`src/rtl/pipeline_spi_command_master_if.sv`:
```
`default_nettype none
// +--------------------------------------------------------------------+
// | pipeline_spi_command_master_if: command, status and SPI pin bundle |
// | Rev 1.0                                                            |
// +--------------------------------------------------------------------+
interface pipeline_spi_command_master_if;
  logic        cmd_valid;
  logic        cmd_ready;
  logic [7:0]  cmd_opcode;
  logic [15:0] cmd_arg;
  logic        busy;
  logic        frame_done;
  logic [7:0]  rx_byte;
  logic        rx_valid;
  logic        hw_spi_clk;
  logic        hw_spi_ss;
  logic        hw_spi_mosi;
  logic        hw_spi_miso;

  // master: the SPI command master itself; slave: the command source / pin consumer
  modport master (
    input  cmd_valid, cmd_opcode, cmd_arg, hw_spi_miso,
    output cmd_ready, busy, frame_done, rx_byte, rx_valid,
           hw_spi_clk, hw_spi_ss, hw_spi_mosi
  );
  modport slave (
    output cmd_valid, cmd_opcode, cmd_arg, hw_spi_miso,
    input  cmd_ready, busy, frame_done, rx_byte, rx_valid,
           hw_spi_clk, hw_spi_ss, hw_spi_mosi
  );
endinterface
`default_nettype wire

```
`src/rtl/pipeline_spi_command_master.sv`:
```
`default_nettype none
// +--------------------------------------------------------------------+
// | pipeline_spi_command_master: mode-0 SPI master, one command/frame  |
// | Rev 1.0                                                            |
// +--------------------------------------------------------------------+
module pipeline_spi_command_master #(
  parameter int CLK_DIV    = 4,
  parameter int GAP_CYCLES = 8
) (
  input  logic                                  clk,
  input  logic                                  rst_n,
  pipeline_spi_command_master_if.master         bus
);

  typedef enum logic [2:0] {
    S_IDLE  = 3'd0,
    S_SETUP = 3'd1,
    S_SHIFT = 3'd2,
    S_HOLD  = 3'd3,
    S_GAP   = 3'd4
  } state_t;

  localparam logic [7:0] DIV_LOAD = 8'(CLK_DIV - 1);
  localparam logic [7:0] GAP_LOAD = 8'(GAP_CYCLES - 1);

  // Payload byte count must track the control decoder's command map.
  function automatic logic [1:0] payload_len(input logic [7:0] op);
    logic [1:0] n;
    case (op)
      8'h00, 8'hFF:                      n = 2'd0;
      8'h01, 8'h02, 8'h03, 8'h06, 8'h0B: n = 2'd1;
      default:                           n = 2'd2;
    endcase
    return n;
  endfunction

  state_t      state_q, state_d;
  logic [7:0]  div_q, div_d;
  logic [23:0] tx_q, tx_d;
  logic [4:0]  bits_q, bits_d;
  logic        last_q, last_d;
  logic [7:0]  rx_sh_q, rx_sh_d;
  logic [7:0]  rx_byte_q, rx_byte_d;
  logic        rx_valid_q, rx_valid_d;
  logic        sck_q, sck_d;
  logic        ss_q, ss_d;
  logic        mosi_q, mosi_d;
  logic        cmd_ready_q, cmd_ready_d;
  logic        busy_q, busy_d;
  logic        frame_done_q, frame_done_d;
  logic        accept;
  logic        rise;
  logic [7:0]  rx_next;

  assign accept  = bus.cmd_valid & cmd_ready_q;
  assign rx_next = {rx_sh_q[6:0], bus.hw_spi_miso};

  always_comb begin
    state_d      = state_q;
    div_d        = div_q;
    tx_d         = tx_q;
    bits_d       = bits_q;
    last_d       = last_q;
    rx_sh_d      = rx_sh_q;
    rx_byte_d    = rx_byte_q;
    rx_valid_d   = 1'b0;
    sck_d        = sck_q;
    ss_d         = ss_q;
    mosi_d       = mosi_q;
    frame_done_d = 1'b0;
    rise         = 1'b0;

    case (state_q)
      S_IDLE: begin
        if (accept) begin
          state_d = S_SETUP;
          div_d   = DIV_LOAD;
          ss_d    = 1'b0;
          mosi_d  = bus.cmd_opcode[7];
          last_d  = 1'b0;
          case (payload_len(bus.cmd_opcode))
            2'd0: begin
              tx_d   = {bus.cmd_opcode, 16'h0000};
              bits_d = 5'd7;
            end
            2'd1: begin
              tx_d   = {bus.cmd_opcode, bus.cmd_arg[7:0], 8'h00};
              bits_d = 5'd15;
            end
            default: begin
              tx_d   = {bus.cmd_opcode, bus.cmd_arg};
              bits_d = 5'd23;
            end
          endcase
        end
      end

      S_SETUP: begin
        if (div_q == 8'd0) begin
          state_d = S_SHIFT;
          div_d   = DIV_LOAD;
          sck_d   = 1'b1;
          rise    = 1'b1;
        end else begin
          div_d = div_q - 8'd1;
        end
      end

      S_SHIFT: begin
        if (div_q != 8'd0) begin
          div_d = div_q - 8'd1;
        end else begin
          div_d = DIV_LOAD;
          if (sck_q) begin
            // Falling edge: present the next bit; bits_q==0 marks the frame's final bit.
            sck_d  = 1'b0;
            tx_d   = {tx_q[22:0], 1'b0};
            mosi_d = tx_q[22];
            if (bits_q == 5'd0) begin
              last_d = 1'b1;
            end else begin
              bits_d = bits_q - 5'd1;
            end
          end else if (last_q) begin
            state_d = S_HOLD;
          end else begin
            sck_d = 1'b1;
            rise  = 1'b1;
          end
        end
      end

      S_HOLD: begin
        if (div_q == 8'd0) begin
          state_d      = S_GAP;
          div_d        = GAP_LOAD;
          ss_d         = 1'b1;
          mosi_d       = 1'b0;
          frame_done_d = 1'b1;
        end else begin
          div_d = div_q - 8'd1;
        end
      end

      S_GAP: begin
        if (div_q == 8'd0) begin
          state_d = S_IDLE;
        end else begin
          div_d = div_q - 8'd1;
        end
      end

      default: begin
        state_d = S_IDLE;
        ss_d    = 1'b1;
        sck_d   = 1'b0;
        mosi_d  = 1'b0;
      end
    endcase

    // bits_q counts down from a value congruent to 7 mod 8, so its low bits hit 0 on each byte's last bit.
    if (rise) begin
      rx_sh_d = rx_next;
      if (bits_q[2:0] == 3'd0) begin
        rx_byte_d  = rx_next;
        rx_valid_d = 1'b1;
      end
    end

    // Ready lags IDLE entry by one cycle so GAP_CYCLES+1 separates frame end from the next accept.
    cmd_ready_d = (state_q == S_IDLE) && (state_d == S_IDLE);
    busy_d      = !cmd_ready_d;
  end

  always_ff @(posedge clk) begin
    if (!rst_n) begin
      state_q      <= S_IDLE;
      div_q        <= 8'd0;
      tx_q         <= 24'h000000;
      bits_q       <= 5'd0;
      last_q       <= 1'b0;
      rx_sh_q      <= 8'h00;
      rx_byte_q    <= 8'h00;
      rx_valid_q   <= 1'b0;
      sck_q        <= 1'b0;
      ss_q         <= 1'b1;
      mosi_q       <= 1'b0;
      cmd_ready_q  <= 1'b0;
      busy_q       <= 1'b0;
      frame_done_q <= 1'b0;
    end else begin
      state_q      <= state_d;
      div_q        <= div_d;
      tx_q         <= tx_d;
      bits_q       <= bits_d;
      last_q       <= last_d;
      rx_sh_q      <= rx_sh_d;
      rx_byte_q    <= rx_byte_d;
      rx_valid_q   <= rx_valid_d;
      sck_q        <= sck_d;
      ss_q         <= ss_d;
      mosi_q       <= mosi_d;
      cmd_ready_q  <= cmd_ready_d;
      busy_q       <= busy_d;
      frame_done_q <= frame_done_d;
    end
  end

  assign bus.cmd_ready   = cmd_ready_q;
  assign bus.busy        = busy_q;
  assign bus.frame_done  = frame_done_q;
  assign bus.rx_byte     = rx_byte_q;
  assign bus.rx_valid    = rx_valid_q;
  assign bus.hw_spi_clk  = sck_q;
  assign bus.hw_spi_ss   = ss_q;
  assign bus.hw_spi_mosi = mosi_q;

endmodule
`default_nettype wire
```
`src/flat_wrapper.sv`:
```
// flat-port wrapper written by rule: the top's interface ports become plain ports
module pipeline_spi_command_master_flat 
#(
  parameter int CLK_DIV    = 4,
  parameter int GAP_CYCLES = 8
)
  (clk, rst_n, bus_cmd_valid, bus_cmd_opcode, bus_cmd_arg, bus_hw_spi_miso, bus_cmd_ready, bus_busy, bus_frame_done, bus_rx_byte, bus_rx_valid, bus_hw_spi_clk, bus_hw_spi_ss, bus_hw_spi_mosi);
  pipeline_spi_command_master_if bus_i ();
  input  logic clk;
  input  logic rst_n;
  input wire logic [$bits(bus_i.cmd_valid)-1:0] bus_cmd_valid;
  input wire logic [$bits(bus_i.cmd_opcode)-1:0] bus_cmd_opcode;
  input wire logic [$bits(bus_i.cmd_arg)-1:0] bus_cmd_arg;
  input wire logic [$bits(bus_i.hw_spi_miso)-1:0] bus_hw_spi_miso;
  output wire logic [$bits(bus_i.cmd_ready)-1:0] bus_cmd_ready;
  output wire logic [$bits(bus_i.busy)-1:0] bus_busy;
  output wire logic [$bits(bus_i.frame_done)-1:0] bus_frame_done;
  output wire logic [$bits(bus_i.rx_byte)-1:0] bus_rx_byte;
  output wire logic [$bits(bus_i.rx_valid)-1:0] bus_rx_valid;
  output wire logic [$bits(bus_i.hw_spi_clk)-1:0] bus_hw_spi_clk;
  output wire logic [$bits(bus_i.hw_spi_ss)-1:0] bus_hw_spi_ss;
  output wire logic [$bits(bus_i.hw_spi_mosi)-1:0] bus_hw_spi_mosi;
  assign bus_i.cmd_valid = bus_cmd_valid;
  assign bus_i.cmd_opcode = bus_cmd_opcode;
  assign bus_i.cmd_arg = bus_cmd_arg;
  assign bus_i.hw_spi_miso = bus_hw_spi_miso;
  assign bus_cmd_ready = bus_i.cmd_ready;
  assign bus_busy = bus_i.busy;
  assign bus_frame_done = bus_i.frame_done;
  assign bus_rx_byte = bus_i.rx_byte;
  assign bus_rx_valid = bus_i.rx_valid;
  assign bus_hw_spi_clk = bus_i.hw_spi_clk;
  assign bus_hw_spi_ss = bus_i.hw_spi_ss;
  assign bus_hw_spi_mosi = bus_i.hw_spi_mosi;
  pipeline_spi_command_master #(.CLK_DIV(CLK_DIV), .GAP_CYCLES(GAP_CYCLES)) u_core (.clk(clk), .rst_n(rst_n), .bus(bus_i));
endmodule
```
`config.mk`:
```
export PLATFORM = sky130hd
export DESIGN_NAME = pipeline_spi_command_master_flat
export DESIGN_NICKNAME = d
export VERILOG_FILES = /design/src/rtl/pipeline_spi_command_master_if.sv /design/src/rtl/pipeline_spi_command_master.sv /design/src/flat_wrapper.sv
export SDC_FILE = /design/constraint.sdc
export NUM_CORES = 1
export LEC_CHECK = 0
export ABC_AREA = 0
export BUFFER_PORTS_ARGS = -buffer_cell sky130_fd_sc_hd__buf_2
export CORE_MARGIN = 2
export CORE_UTILIZATION = 50
export DETAILED_ROUTE_END_ITERATION = 16
export PLACE_DENSITY = 0.76
export SYNTH_ARGS = -nofsm -noshare
export SYNTH_HDL_FRONTEND = slang
export SYNTH_SLANG_ARGS = --single-unit
export TNS_END_PERCENT = 5
```
`constraint.sdc`:
```
create_clock -name clk -period 2.41 [get_ports clk]
set_input_delay 0.241 -clock clk [delete_from_list [all_inputs] [get_ports clk]]
set_output_delay 0.241 -clock clk [all_outputs]
set_load 0.03 [all_outputs]
```
==> flow_metrics.env <==
export IMPL_firstDrtPassIters=4
export IMPL_layout_nets=422
export IMPL_num_fill_cells=522
export IMPL_post_drt_wl_per_cell_microns=14.77
export IMPL_p_sw_w=0.001419
export IMPL_fp_dieH_microns=80.75
export IMPL_drtIter0Drc=123
export IMPL_rows=27
export IMPL_synth_area_leaders="dfxtp_1 42%, nor2_1 7.4%, mux2i_1 6.1%, a221oi_1 4.8%, nand2_1 4.6%"
export IMPL_setup_ws_ps=255.7
export IMPL_yosysTopAreaCell="dfxtp_1"
export IMPL_synth_seq_cells=62
export IMPL_ios=43
export IMPL_hold_violations=0
export IMPL_status="completed"
export IMPL_finalWirelength_microns=6911
export IMPL_p_int_w=0.002343
export IMPL_synthCells=346
export IMPL_synth_top_cells_by_count="62 x dfxtp_1, 58 x nor2_1, 36 x nand2_1"
export IMPL_vias_per_cell=5.791
export IMPL_irDropWorstVdd_mv=0.5679
export IMPL_tns_ps=0
export IMPL_seq_area_frac_synth_pct=42.14
export IMPL_cp_start_kind="flip-flop"
export IMPL_antenna_left=0
export IMPL_vias=2710
export IMPL_grt_max_degree=41
export IMPL_maxSlewViolCount=0
export IMPL_synthesis_nets=377
export IMPL_initial_core_util_pct=52.52
export IMPL_drive_gt1_share_pct=21.72
export IMPL_rsz0062_at_grt="no"
export IMPL_cp_arrival_ps=2400
export IMPL_p_seq_share_pct=36.2
export IMPL_grt_first_pass_wirelength_microns=12010
export IMPL_post_dp_hpwl_microns=4678
export IMPL_die_w_microns=80.75
export IMPL_yosysTopAreaCellShare_pct=42.14
export IMPL_grtUsageTotal_pct=23.79
export IMPL_cts_tree="built"
export IMPL_die_area_sq_um=6521
export IMPL_pre_cts_ws_ps=241.7
export IMPL_path_max_fanout=38
export IMPL_gp_congestion=0.8257
export IMPL_post_route_period_util_pct=89.39
export IMPL_grt_pass1_vias=2544
export IMPL_tightest_slew_ps=723.1
export IMPL_p_comb_share_pct=35.7
export IMPL_post_cts_setup_buffers=0
export IMPL_clock_sinks=62
export IMPL_syn_area_sq_um=2945
export IMPL_clkLatencyLatePin_ps=360
export IMPL_cts_root_buf="clkbuf_8"
export IMPL_io_buffer_count=42
export IMPL_area_growth_pct=18.82
export IMPL_synth_edff_count=0
export IMPL_ys_types=54
export IMPL_yosysMostFrequentCell="dfxtp_1"
export IMPL_p_leak_nw=1.465
export IMPL_antenna_cells=0
export IMPL_path_class="flip-flop to flip-flop"
export IMPL_drc=0
export IMPL_h_tree_depth=3
export IMPL_clkSlewWorstSetupHoldPaths_ps=80
export IMPL_critPathRequiredTime_ps=2660
export IMPL_gr_total_overflow=0
export IMPL_swShare_pct=37.73
export IMPL_finClkSkew_ps=13.93
export IMPL_relSlewSlack_pct=51.79
export IMPL_antenna_found_initial=0
export IMPL_hp_class="primary input to flip-flop"
export IMPL_power_frac_clock_pct=28.1
export IMPL_cts_buffers=9
export IMPL_finalSetupViolCount=0
export IMPL_drv_cap=0
export IMPL_ys_async_sr_fraction_pct=0
export IMPL_max_freq_mhz=464.2
export IMPL_p_per_area_nw_per_um2=1075
export IMPL_period_needed_ps=2154
export IMPL_yosys_warnings=0
export IMPL_endpoint_kind="flip-flop"
export IMPL_core_area_sq_um=5608
export IMPL_cts_path_max_buffers=2
export IMPL_synth_ff_type="dfxtp_1"
export IMPL_synth_area_per_cell_sq_um=8.513
-- worst paths after layout --
| path | startpoint | endpoint | slack [ps] | cells after the start |
|---|---|---|---|---|
| worst max-delay path | u_core.div_q[4] | u_core.tx_q[16] | 260 | 6 |
| worst min-delay path | bus_hw_spi_miso | u_core.bus.rx_byte[0] | 140 | 3 |
| worst max register to register | u_core.div_q[4] | u_core.tx_q[16] | 260 | 6 |
| worst min register to register | u_core.tx_q[0] | u_core.tx_q[0] | 460 | 2 |
-- timing repair --
action,CTS,global route
hold buffers,0,0
resized for setup,0,1
setup endpoints to repair,0,3
-- sequential cells by signal, summed over array words and instances (netlist names) --
name and count:
u_core.last_q 1, u_core.bus.hw_spi_mosi 1, u_core.div_q 8, u_core.bus.frame_done 1, u_core.rx_sh_q 7, u_core.bits_q 5
u_core.tx_q 23, u_core.bus.hw_spi_clk 1, u_core.bus.cmd_ready 1, u_core.bus.rx_valid 1, u_core.bus.hw_spi_ss 1, u_core.state_q 3
u_core.bus.rx_byte 8, u_core.bus.busy 1
-- cells in the final DEF, fill, tap and decap left out, types with 10 or more instances in the layout --
master / netlist / final
mux2i_1: 18 / 18
dfxtp_1: 62 / 62
buf_4: 1 / 14
a21oi_1: 11 / 11
nand2_1: 36 / 36
a221oi_1: 16 / 16
nor3_1: 16 / 16
o21ai_0: 13 / 13
buf_2: 8 / 42
nor2_1: 58 / 58
a211oi_1: 10 / 10
-- logic make-up after synthesis --
group | Yosys count | share of synthesized area, %
compound gates | 77 | 19.63
xor+xnor | 7 | 2.082
fa+ha+maj | 3 | 1.275
buf+inv | 31 | 4.673
flops | 62 | 42.14
mux | 19 | 6.499
simple gates | 147 | 23.70
-- critical path, cell delays in order, from the launching register on --
cell      delay [ps]
dfxtp_1          350
nor4_1           650
and3_2           350
a21o_1           170
buf_12           190
nor2_1            60
a311oi_1         260
-- per-stage QoR --
step                instance area, sq um  utilization [%]  total power, W  cells  hold slack [ps]
detailed placement                  3268            58.28        0.002702    452            452.6
CTS                                 3495            62.32        0.003769    468            128.2
global route                        3500            62.41        0.004010    468            163.6
finish                              3500            62.41        0.003762    468            137.9
floorplan                           2945                -        0.002351    346            384.9
global placement                    3268            58.28        0.002668    452            441.1
-- area by class of cell --
class	instances	area (sq um)	share of cell area (%)
clock buffers	9	123.9	3.540
flip-flops and latches	62	1241	35.47
multi-input cells	253	1577	45.05
repair buffers	57	335.3	9.582
clock inverters	7	102.6	2.932
inverters	8	30.03	0.8581
well taps	72	90.09	2.574
-- layer usage --
metal | vias up | part of all wire [%] | wire length, microns | track usage, %
li1 | 1344 | - | - | -
met1 | 1288 | 45 | 3120 | 30.38
met2 | 67 | 48 | 3316 | 38.50
met3 | 11 | 5.4 | 376 | 6.111
met4 | 0 | 1.4 | 97 | 9.661
met5 | - | 0 | 0 | 0
-- power groups by stage --
stage / logic [W] / registers [W] / clock network (W)
3_5_place_dp: 0.00133 / 0.00138 / 0
2_1_floorplan: 0.000975 / 0.00138 / 0
4_1_cts: 0.00134 / 0.00135 / 0.00108
5_1_grt: 0.00150 / 0.00138 / 0.00113
6_report: 0.00134 / 0.00136 / 0.00106
3_3_place_gp: 0.00130 / 0.00137 / 0
No activity file was read; power rests on OpenSTA's default activity.
